--- src/rtl/pokey_kbd_pkg.sv ---
// Shared constants for the POKEY keyboard scanner: FSM encoding,
// default modifier scan positions and SKCTL bit positions.
package pokey_kbd_pkg;

  typedef enum logic [1:0] {
    IDLE    = 2'd0,
    CONFIRM = 2'd1,
    HELD    = 2'd2,
    RELEASE = 2'd3
  } kbd_state_t;

  localparam logic [5:0] KBD_CTRL_POS  = 6'h3C;
  localparam logic [5:0] KBD_SHIFT_POS = 6'h3D;

  localparam int SKCTL_DEBOUNCE_BIT = 0;
  localparam int SKCTL_SCAN_BIT     = 1;

  // SKCTL[1:0] == 00 holds the keyboard logic in its init state
  function automatic logic skctl_is_init(input logic [1:0] skctl);
    return (skctl == 2'b00);
  endfunction

  function automatic logic [7:0] kbcode_pack(input logic ctrl, input logic shift,
                                             input logic [5:0] code);
    return {ctrl, shift, code};
  endfunction

endpackage

--- src/rtl/kbd_scan_counter.sv ---
// Prescaler and 6-bit scan address; raises sample on the last en pulse
// of each address dwell.
module kbd_scan_counter #(
  parameter int SCAN_DIV = 114
) (
  input  logic       clk,
  input  logic       resetN,
  input  logic       en,
  input  logic       init,
  input  logic       freeze,
  output logic [5:0] keyScan,
  output logic       sample
);

  localparam logic [7:0] DIV_LAST = 8'(SCAN_DIV - 1);

  logic [7:0] prescaler_r;
  logic [5:0] scan_r;
  logic       at_last_s;

  assign at_last_s = (prescaler_r == DIV_LAST);
  assign sample    = en & ~init & ~freeze & at_last_s;
  assign keyScan   = scan_r;

  // Advance the dwell prescaler and step the scan address on its wrap
  always_ff @(posedge clk or negedge resetN) begin
    if (!resetN) begin
      prescaler_r <= 8'd0;
      scan_r      <= 6'd0;
    end else if (en) begin
      if (init) begin
        prescaler_r <= 8'd0;
        scan_r      <= 6'd0;
      end else if (!freeze) begin
        if (at_last_s) begin
          prescaler_r <= 8'd0;
          scan_r      <= scan_r + 6'd1;
        end else begin
          prescaler_r <= prescaler_r + 8'd1;
        end
      end else begin
        prescaler_r <= prescaler_r;
        scan_r      <= scan_r;
      end
    end else begin
      prescaler_r <= prescaler_r;
      scan_r      <= scan_r;
    end
  end

endmodule

--- src/rtl/kbd_scan_ctrl.sv ---
// POKEY keyboard scan controller: walks the 64-key matrix, debounces a single
// key and reports KBCODE, SKSTAT key status and the keyboard IRQ request.
module kbd_scan_ctrl
  import pokey_kbd_pkg::*;
#(
  parameter int         SCAN_DIV  = 114,
  parameter logic [5:0] CTRL_POS  = KBD_CTRL_POS,
  parameter logic [5:0] SHIFT_POS = KBD_SHIFT_POS
) (
  input  logic       clk,
  input  logic       resetN,
  input  logic       en,
  input  logic [1:0] skctl,
  input  logic       kr1,
  input  logic       kr2,
  input  logic       kbIrqPend,
  output logic [5:0] keyScan,
  output logic [7:0] kbcode,
  output logic       keyDown,
  output logic       kShift,
  output logic       keyIrq,
  output logic       keyOvrun
);

  logic       init_s;
  logic       freeze_s;
  logic       debounce_s;
  logic       sample_s;
  logic       match_s;
  logic [5:0] scan_s;

  kbd_state_t state_r;
  logic [5:0] cmp_r;
  logic [7:0] kbcode_r;
  logic       key_down_r;
  logic       kshift_r;
  logic       ctrl_lat_r;
  logic       key_irq_r;
  logic       key_ovrun_r;

  assign init_s     = skctl_is_init(skctl);
  assign freeze_s   = ~skctl[SKCTL_SCAN_BIT];
  assign debounce_s = skctl[SKCTL_DEBOUNCE_BIT];
  assign match_s    = (scan_s == cmp_r);

  kbd_scan_counter #(
    .SCAN_DIV (SCAN_DIV)
  ) u_counter (
    .clk     (clk),
    .resetN  (resetN),
    .en      (en),
    .init    (init_s),
    .freeze  (freeze_s),
    .keyScan (scan_s),
    .sample  (sample_s)
  );

  // Key tracking FSM, modifier latches and registered status outputs
  always_ff @(posedge clk or negedge resetN) begin
    if (!resetN) begin
      state_r     <= IDLE;
      cmp_r       <= 6'd0;
      kbcode_r    <= 8'h00;
      key_down_r  <= 1'b0;
      kshift_r    <= 1'b0;
      ctrl_lat_r  <= 1'b0;
      key_irq_r   <= 1'b0;
      key_ovrun_r <= 1'b0;
    end else begin
      key_irq_r   <= 1'b0;
      key_ovrun_r <= 1'b0;
      if (en && init_s) begin
        // kbcode deliberately survives the init state
        state_r    <= IDLE;
        cmp_r      <= 6'd0;
        key_down_r <= 1'b0;
        kshift_r   <= 1'b0;
        ctrl_lat_r <= 1'b0;
      end else if (sample_s) begin
        case (state_r)
          IDLE: begin
            if (!kr1) begin
              cmp_r <= scan_s;
              if (debounce_s) begin
                state_r <= CONFIRM;
              end else begin
                kbcode_r    <= kbcode_pack(ctrl_lat_r, kshift_r, scan_s);
                key_down_r  <= 1'b1;
                key_irq_r   <= 1'b1;
                key_ovrun_r <= kbIrqPend;
                state_r     <= HELD;
              end
            end
          end
          CONFIRM: begin
            if (match_s) begin
              if (!kr1) begin
                kbcode_r    <= kbcode_pack(ctrl_lat_r, kshift_r, cmp_r);
                key_down_r  <= 1'b1;
                key_irq_r   <= 1'b1;
                key_ovrun_r <= kbIrqPend;
                state_r     <= HELD;
              end else begin
                state_r <= IDLE;
              end
            end
          end
          HELD: begin
            if (match_s && kr1) begin
              if (debounce_s) begin
                state_r <= RELEASE;
              end else begin
                key_down_r <= 1'b0;
                state_r    <= IDLE;
              end
            end
          end
          RELEASE: begin
            if (match_s) begin
              if (kr1) begin
                key_down_r <= 1'b0;
                state_r    <= IDLE;
              end else begin
                state_r <= HELD;
              end
            end
          end
          default: begin
            state_r <= IDLE;
          end
        endcase
        // Non-blocking update: a key accepted on this en uses last pass's modifiers
        if (scan_s == CTRL_POS) begin
          ctrl_lat_r <= ~kr2;
        end
        if (scan_s == SHIFT_POS) begin
          kshift_r <= ~kr2;
        end
      end
    end
  end

  assign keyScan  = scan_s;
  assign kbcode   = kbcode_r;
  assign keyDown  = key_down_r;
  assign kShift   = kshift_r;
  assign keyIrq   = key_irq_r;
  assign keyOvrun = key_ovrun_r;

endmodule

--- config.mk ---
export PLATFORM = sky130hd
export DESIGN_NAME = kbd_scan_ctrl
export DESIGN_NICKNAME = d
export VERILOG_FILES = /design/src/rtl/pokey_kbd_pkg.sv /design/src/rtl/kbd_scan_counter.sv /design/src/rtl/kbd_scan_ctrl.sv
export SDC_FILE = /design/constraint.sdc
export NUM_CORES = 1
export LEC_CHECK = 0
export CAP_MARGIN = 30
export CELL_PAD_IN_SITES_DETAIL_PLACEMENT = 0
export CELL_PAD_IN_SITES_GLOBAL_PLACEMENT = 1
export CORE_ASPECT_RATIO = 0.6
export CORE_MARGIN = 5
export CORE_UTILIZATION = 42
export DETAILED_ROUTE_END_ITERATION = 6
export PLACE_DENSITY_LB_ADDON = 0.2
export SLEW_MARGIN = 10
export SYNTH_ARGS = -nofsm -noshare
export SYNTH_HDL_FRONTEND = slang
export SYNTH_SLANG_ARGS = --single-unit
--- constraint.sdc ---
create_clock -name clk -period 2.5 [get_ports clk]
set_clock_uncertainty 0.05 [all_clocks]
set_input_delay 0.5 -clock clk [delete_from_list [all_inputs] [get_ports clk]]
set_output_delay 0.5 -clock clk [all_outputs]
set_load 0.02 [all_outputs]
# --- After elaboration in Yosys (flattened, before gate mapping) ---
# Cells that the tools add are included.
word_totals:
  register_bits: 35
  input_bits: 8
  output_inout_bits: 18
op_classes:
  n_addsub: 2
  eq_ne: 21
  muxes: 55
  bitwise_logic: 6
  reduce_logical: 20
ops:
  columns: ["operator", "count"]
  rows:
  - ["$mux 8", 7]
  - ["$mux 6", 7]
  - ["$mux 1", 28]
  - ["$ne 3x3->1 const B", 8]
  - ["$mux 2", 8]
  - ["$pmux 8 s2", 1]
  - ["$reduce_bool 2->1", 7]
  - ["$eq 6x6->1 const B", 2]
  - ["$reduce_and 9->1", 1]
  - ["$add 8x1->8 const B", 1]
  - ["$eq 8x7->1 const B", 1]
  - ["$ne 2x2->1 const B", 4]
  - ["$reduce_and 7->1", 1]
  - ["$add 6x1->6 const B", 1]
  - ["$eq 6x6->1", 1]
  - ["$pmux 2 s3", 1]
  - ["$reduce_and 2->1", 3]
  - ["$reduce_and 3->1", 2]
  - ["$eq 2x2->1 const B", 2]
  - ["$logic_not 2->1", 2]
  - ["$pmux 1 s2", 2]
  - ["$pmux 1 s4", 1]
  - ["$reduce_and 4->1", 1]
  - ["$and 1x1->1", 3]
  - ["other kinds (6)", 9]

# --- Logic depth before layout (Yosys ltp) ---
# Gate-level depths: netlist of run 1.
depth:
  word_depth: 7
  mapped_depth: 8
  ltp_nobuf: 7

# --- Hierarchy ---
# A second synthesis of run 1 with hierarchy kept.
hier_totals:
  cells_unflattened: 193
  area_unflattened_um2: 2009.4
modules_own_cells:
  columns: ["mod", "instances", "cells_per_inst", "area_each_um2"]
  rows:
  - ["kbd_scan_ctrl", 1, 105, 1168.6]
  - ["kbd_scan_counter", 1, 88, 840.8]

# --- Worst setup path after synthesis of run 1 ---
# Ideal clock, no wire load.
synth_path:
  path_kind: "reg2reg"
  from: "reg u_counter.prescaler_r[1]"
  to: "reg cmp_r[3]"
  setup_ns: 0.135
  arrival_time_ns: 2.114
  required_ns: 2.315
  path_slack_ns: 0.201
  path_stages_with_launch: 9
  n_path_buf: 1
  path_cell_list: "dfrtp_1 > inv_1 > ha_1 > or4b_1 > or3_1 > buf_2 > nor4_4 > mux2i_1 > nor2_1"
synth_via:
  elab_chain_cells: 4
synth_rtl:
  columns: ["item", "line", "source"]
  rows:
  - ["from (decl)", "kbd_scan_counter.sv:17", "logic [7:0] prescaler_r;"]
  - ["from (signal assigned)", "kbd_scan_counter.sv:39", "prescaler_r <= prescaler_r + 8'd1;"]
  - ["from (signal assigned)", "kbd_scan_counter.sv:42", "prescaler_r <= prescaler_r;"]
  - ["from (signal assigned)", "kbd_scan_counter.sv:46", "prescaler_r <= prescaler_r;"]
  - ["$eq 8x7->1", "kbd_scan_counter.sv:21", "assign at_last_s = (prescaler_r == DIV_LAST);"]
  - ["$and 1x1->1", "kbd_scan_counter.sv:22", "assign sample = en & ~init & ~freeze & at_last_s;"]
  - ["$reduce_bool 2->1 (no line)", null, null]
  - ["$reduce_and 3->1 (no line)", null, null]
  - ["to (signal assigned)", "kbd_scan_ctrl.sv:83", "cmp_r <= scan_s;"]
  - ["to (decl)", "kbd_scan_ctrl.sv:33", "logic [5:0] cmp_r;"]
# Every way passes these cells.
# A chain may end at the register's enable or synchronous reset.

# --- Worst setup path in the final report of run 1 ---
layout_path:
  from: "reg u_counter.prescaler_r[1]"
  to: "reg kbcode_r[2] (netlist: kbcode[2])"
layout_via:
  elab_chain_cells: 3
layout_rtl:
  columns: ["item", "line", "source"]
  rows:
  - ["$eq 8x7->1", "kbd_scan_counter.sv:21", null]
  - ["$and 1x1->1", "kbd_scan_counter.sv:22", null]
  - ["$reduce_and 7->1 (no line)", null, null]
  - ["to (signal assigned)", "kbd_scan_ctrl.sv:87", "kbcode_r <= kbcode_pack(ctrl_lat_r, kshift_r, scan_s);"]
  - ["to (signal assigned)", "kbd_scan_ctrl.sv:98", "kbcode_r <= kbcode_pack(ctrl_lat_r, kshift_r, cmp_r);"]
  - ["to (decl)", "kbd_scan_ctrl.sv:34", "logic [7:0] kbcode_r;"]
# Every way passes these cells.

==> results of run 1 <==
-- placed cells by master, fill, tap and decap left out, drive strengths merged, types with 2 or more instances in the layout --
cell type       n
nand3           7
xor2           11
nor4            3
o31ai           2
mux2           12
buf            15
inv            10
ha              5
xnor2           4
clkbuf          6
nand2          16
o21ai           8
a31oi           2
clkdlybuf4s50  25
mux2i           8
dfrtp          35
a21oi           3
nor3            4
or3             6
nand4           5
and3            2
nor2           26
-- logic make-up (layout without fill, tap and decap cells) --
family                     count (synthesis)  in the layout  share of synthesized area
and+or+nand+nor                           74             74                     0.1995
DFF                                       35             35                     0.4717
AOI/OAI and AO/OA                         21             21                    0.07076
muxes                                     20             20                     0.1159
buffers and inverters                     17             58                    0.03773
xor gates and xnor gates                  15             15                    0.07075
adders and majority gates                  5              5                    0.03369
-- per-layer routing --
| layer | up-vias | global-route usage |
|---|---|---|
| met5 | - | 0 |
| met4 | 0 | 0.06478 |
| met3 | 8 | 0.05495 |
| met2 | 50 | 0.2194 |
| met1 | 707 | 0.2688 |
| li1 | 732 | - |
-- worst max-delay path: cells and delay by family (launching register included) --
kind | cells | cell delay [ns]
fa+ha+maj | 1 | 0.18
buf+inv | 2 | 0.26
flops | 1 | 0.41
mux | 1 | 0.35
simple gates | 4 | 1.00
-- area by class of cell --
class / instances / area, um^2
fill: 390 / 1842
inverter: 10 / 37.54
multi-input combinational: 135 / 910.9
sequential: 35 / 875.8
clock inverter: 2 / 12.51
timing repair buffer: 40 / 362.8
tap: 60 / 75.07
clock buffer: 6 / 72.57
-- power breakdown --
part / total [mW] / internal, mW / switching, mW / leakage (nW)
Sequential: 0.605 / 0.582 / 0.0234 / 0.486
Combinational: 0.0942 / 0.0418 / 0.0524 / 0.576
Clock: 0.409 / 0.195 / 0.214 / 0.0412
-- sequential cells by signal (all words and copies together) (netlist names) --
register               count
kShift                     1
keyDown                    1
kbcode                     8
u_counter.prescaler_r      8
u_counter.keyScan          6
state_r                    2
keyIrq                     1
cmp_r                      6
keyOvrun                   1
ctrl_lat_r                 1
-- worst min-delay path by stage --
| stage | endpoint | cells past startpoint | slack, ns | start |
|---|---|---|---|---|
| final | kbcode[7] | 1 | 0.46 | ctrl_lat_r |
| after global routing | kbcode[1] | 1 | 0.47 | kbcode[1] |
| after CTS | kbcode[7] | 1 | 0.47 | ctrl_lat_r |
| after detailed placement | kbcode[3] | 1 | 0.45 | kbcode[3] |
| after global placement | kbcode[2] | 1 | 0.44 | kbcode[2] |
| after floorplan | cmp_r[0] | 0 | 0.15 | resetN |
==> qor.yml, run 1 <==
yosys:
  synthCells: 187
  ys.flop_type: "dfrtp_1"
  yosys_warnings: 0
  ys_top_cells_by_count: "dfrtp_1 (35), nor2_1 (26), nand2_1 (16)"
  yosysSeqAreaShare: 0.4717
  yosys_register_bits: 35
  synth.largest_area_cell: "dfrtp_1"
  syn_nets: 200
  synth_edf_count: 0
  synth_top_area_share: 0.4717
  synth_area_mm2: 0.001857
  synth_most_common_cell: "dfrtp_1"
  synth_area_leaders: "dfrtp_1 (47%), mux2_2 (7.3%), nor2_1 (5.3%)"
  synth_cell_types: 35
  avgSynthCellArea_um2: 9.929
  async_flop_share: 1.000
clocking:
  postCtsSetupRepairBufs: 0
  worstSkewPairLatency_ns: 0.29
  clockBufferDepth: 2
  cts_num_sinks: 35
  cts-buffers-inserted: 5
  cts-htree-levels: 2
  clkTransAtPathRegs_ns: 0.07
  post_cts_resized: 0
  cts_hold_buf: 0
  root_buffer: "clkbuf_8"
  tritoncts: "done"
worst_setup_path:
  reg2reg_from: "u_counter.prescaler_r[1]"
  startpoint: "u_counter.prescaler_r[1]"
  slowest_delay_ns: 0.54
  ff2ff_path_depth: 8
  criticalPathCategory: "flop to flop"
  arrival_ns: 2.48
  cp_slowest_cell: "or3_1"
  crit_path_end: "kbcode[2]"
  crit_path_start_kind: "flop"
  endpoint_kind: "flop"
  rrSetupSlack_ns: 0.14
  required_ns: 2.63
  path_cells: "inv_1, ha_1, nand4b_1, nor4b_1, buf_4, nand2_1, or3_1, mux2_2"
  cp_max_fo: 11
  r2r-end: "kbcode[2]"
timing:
  period_minus_slack_ns: 2.358
  setup_ws_ns: 0.1417
  whs_ns: 0.4619
  setup_violations: 0
  fin_tns_setup_ns: 0
  fmax_mhz: 424.0
  finalCritPeriodShare: 0.9433
  finalHoldViolCount: 0
  report.final.slew_viol_count: 0
  worst_pin_slew_ns: 0.4583
  maxSlewHeadroom: 0.6866
  rsz0062_at_grt: "no"
global_routing:
  grt_pass1_vias: 1462
  grt_antenna_before_repair: 0
  grt_pass1_wl_um: 7486
  grt_max_degree: 36
  grt-ovfl-total: 0
  grt.total_usage: 0.1735
route:
  wl_met3_um: 382
  drc: 0
  drtPass1Iterations: 5
  finalWirelength_um: 4529
  wl_met1_um: 2316
  highest_layer: "met4"
  via_per_inst: 5.198
  num_vias: 1497
  wl_met2_um: 1765
  first_iter_violations: 140
  antenna_left: 0
  avgRoutedWirePerCell_um: 15.73
placed_design:
  placed_area_mm2: 0.002262
  dp_slack_ns: 0.1209
  dp_cells: 280
  routabilityCongestion: 0.8483
  portBuffers: 25
  dp_hpwl_um: 3369
pwr:
  ir_worst_vdd_mv: 0.2707
  powerDensity_mw_per_mm2: 472.1
  p_leak_nw: 1.103
  finalPower_mw: 1.108
die:
  dieArea_mm2: 0.005895
  core_mm2: 0.004189
  ioPinCount: 26
  dieWidth_um: 95.84
  die_y_um: 61.51
  start_util: 0.4432
  row_count: 18
status:
  status: "finished clean"
layout:
  fin_cells: 288
  layout-drive-gt1-share: 0.1535
  design_area_mm2: 0.002347
  utilization: 0.5603
  finalNetCount: 240
  area_growth_pct: 26.42
  antenna_cells: 0
min_path:
  hold_class: "flop to flop"
run:
  drv_cap: 0
(Power assumes the default switching activity.)
==> run 2, diff against run 1 <==
--- a/config.mk
+++ b/config.mk
@@ -12,6 +12,7 @@
 export CORE_MARGIN = 5
 export CORE_UTILIZATION = 42
 export DETAILED_ROUTE_END_ITERATION = 6
+export HOLD_SLACK_MARGIN = 0.02
 export PLACE_DENSITY_LB_ADDON = 0.2
 export SLEW_MARGIN = 10
 export SYNTH_ARGS = -nofsm -noshare
==> results of run 2 <==
The final DEF is identical to that of run 1; final timing and power are the same.
==> run 3, diff against run 2 <==
--- a/config.mk
+++ b/config.mk
@@ -14,6 +14,7 @@
 export DETAILED_ROUTE_END_ITERATION = 6
 export HOLD_SLACK_MARGIN = 0.02
 export PLACE_DENSITY_LB_ADDON = 0.2
+export RECOVER_POWER = 100
 export SLEW_MARGIN = 10
 export SYNTH_ARGS = -nofsm -noshare
 export SYNTH_HDL_FRONTEND = slang
==> run 3 against run 2 <==
Compared with the run above:
- combinational power decreased by 1%
- sequential power barely moved
- core utilization shrank 0.30 points
- final cell count unchanged
- global-route usage unchanged
- final area shrank 0.53%
- via count is 0.27% higher
- die area unchanged
- worst hold slack worse by 0.0070 ns
- sequential share of layout area up 0.20 points
- clock-buffer cell count did not move
- sequential cell count did not move
- largest cell class unchanged
==> qor.yml, run 3 (synthesis gave the netlist of run 1 again) <==
status:
  status: "finished clean"
layout:
  most-common-layout-cells: "dfrtp_1 (35), nor2_1 (26), dlygate4sd3_1 (19)"
  design_area_mm2: 0.002335
  fillers: 395
  antenna_cells: 0
  final_common_cell: "dfrtp_1"
  area_growth_pct: 25.74
  finalNetCount: 240
  register_area_um2: 875.8
  utilization: 0.5573
  multi_input_area_um2: 910.9
  layout-drive-gt1-share: 0.1447
placed_design:
  routabilityCongestion: 0.8483
  placed_area_mm2: 0.002262
  portBuffers: 25
  dp_hpwl_um: 3369
global_routing:
  grt-ovfl-total: 0
  grt_antenna_before_repair: 0
  grt_max_degree: 36
  grt_pass1_vias: 1462
  grt.total_usage: 0.1735
  grt_pass1_wl_um: 7486
clocking:
  worstSkewPairLatency_ns: 0.29
  clockBufferDepth: 2
  cts-htree-levels: 2
  cts-buffers-inserted: 5
  clkTransAtPathRegs_ns: 0.08
  post_cts_resized: 0
  root_buffer: "clkbuf_8"
  cts_hold_buf: 0
  tritoncts: "done"
  cts_num_sinks: 35
  postCtsSetupRepairBufs: 0
pwr:
  finalPower_mw: 1.108
  ir_worst_vdd_mv: 0.2730
  powerDensity_mw_per_mm2: 474.6
  p_leak_nw: 1.159
route:
  avgRoutedWirePerCell_um: 15.77
  num_vias: 1501
  via_per_inst: 5.212
  first_iter_violations: 142
  drtPass1Iterations: 4
  drc: 0
  antenna_left: 0
  finalWirelength_um: 4543
worst_setup_path:
  reg2reg_from: "u_counter.prescaler_r[1]"
  required_ns: 2.63
  endpoint_kind: "flop"
  cp_slowest_cell: "or4b_1"
  criticalPathCategory: "flop to flop"
  ff2ff_path_depth: 8
  path_cells: "inv_1, ha_1, or4b_1, or3_1, nor4_4, clkbuf_2, mux2i_1, nor2_1"
  path_buf_inv: 2
  r2r-end: "cmp_r[3]"
  critical_path.top_delay_family: "simple AND/OR/NAND/NOR gates"
  slowest_delay_ns: 0.46
  cp_max_fo: 6
  arrival_ns: 2.50
  crit_path_start_kind: "flop"
  rrSetupSlack_ns: 0.12
timing:
  period_minus_slack_ns: 2.376
  setup_violations: 0
  worst_pin_slew_ns: 0.8918
  rsz0062_at_grt: "no"
  finalCritPeriodShare: 0.9503
  fin_tns_setup_ns: 0
  report.final.slew_viol_count: 0
  maxSlewHeadroom: 0.4055
  finalHoldViolCount: 0
  fmax_mhz: 420.9
die:
  row_count: 18
  core_mm2: 0.004189
  ioPinCount: 26
  dieArea_mm2: 0.005895
  die_y_um: 61.51
  dieWidth_um: 95.84
  start_util: 0.4432
min_path:
  hold_start: "kbcode[4]"
  hold_depth: 1
  hold_class: "flop to flop"
  hold_path_end: "kbcode[4]"
run:
  drv_cap: 0
==> run 3: cell count changes in the layout (fill, tap and decap cells not counted) <==
cell | previous run | this run
clkdlybuf4s50_1 | 25 | 6
dlygate4sd3_1 | 0 | 19
buf_4 | 15 | 11
clkbuf_1 | 1 | 3
clkbuf_2 | 0 | 2
==> run 3: worst max path at each step <==
stage                        startpoint        end  slack (ns)  depth (start not counted)
2_1_floorplan  u_counter.prescaler_r[1]   cmp_r[3]        0.20                          8
3_3_place_gp                         en   cmp_r[2]        0.15                          7
3_5_place_dp                         en  kbcode[4]        0.12                          6
4_1_cts        u_counter.prescaler_r[1]  kbcode[4]        0.13                          8
5_1_grt        u_counter.prescaler_r[1]  kbcode[2]       0.007                          8
6_report       u_counter.prescaler_r[1]   cmp_r[3]        0.12                          8
==> run 3: per-stage QoR <==
step	worst slack, ns	hold WS [ns]	cells
finish	0.1242	0.4549	288
global route	0.007423	0.4689	288
CTS	0.1290	0.4652	288
detailed placement	0.1209	0.4469	280
global placement	0.1496	0.4421	280
floorplan	0.2015	0.1544	187
==> run 3: cell type report <==
class | count | share of cell area
Multi-Input combinational cell | 135 | 0.3901
Clock buffer | 6 | 0.03108
Tap cell | 60 | 0.03215
Inverter | 10 | 0.01608
Timing Repair Buffer | 40 | 0.1501
Clock inverter | 2 | 0.005359
Sequential cell | 35 | 0.3751
==> run 3: worst reg2reg max path, cell delays in order (launching register included) <==
cell and delay [ns]:
dfrtp_1 0.41, inv_1 0.07, ha_1 0.19, or4b_1 0.46
or3_1 0.39, nor4_4 0.15, clkbuf_2 0.27, mux2i_1 0.23
nor2_1 0.05
==> run 3: power by group <==
part	internal (mW)	total, mW	switching (mW)	leakage, nW
logic	0.0409	0.0932	0.0523	0.632
registers	0.582	0.605	0.0228	0.486
clock network	0.195	0.410	0.215	0.0412
==> run 3: per-layer routing <==
layer  GRT usage  wire, um
met1      0.2688      2366
met2      0.2194      1820
met3     0.05495       315
met4     0.06478        40
met5           0         0
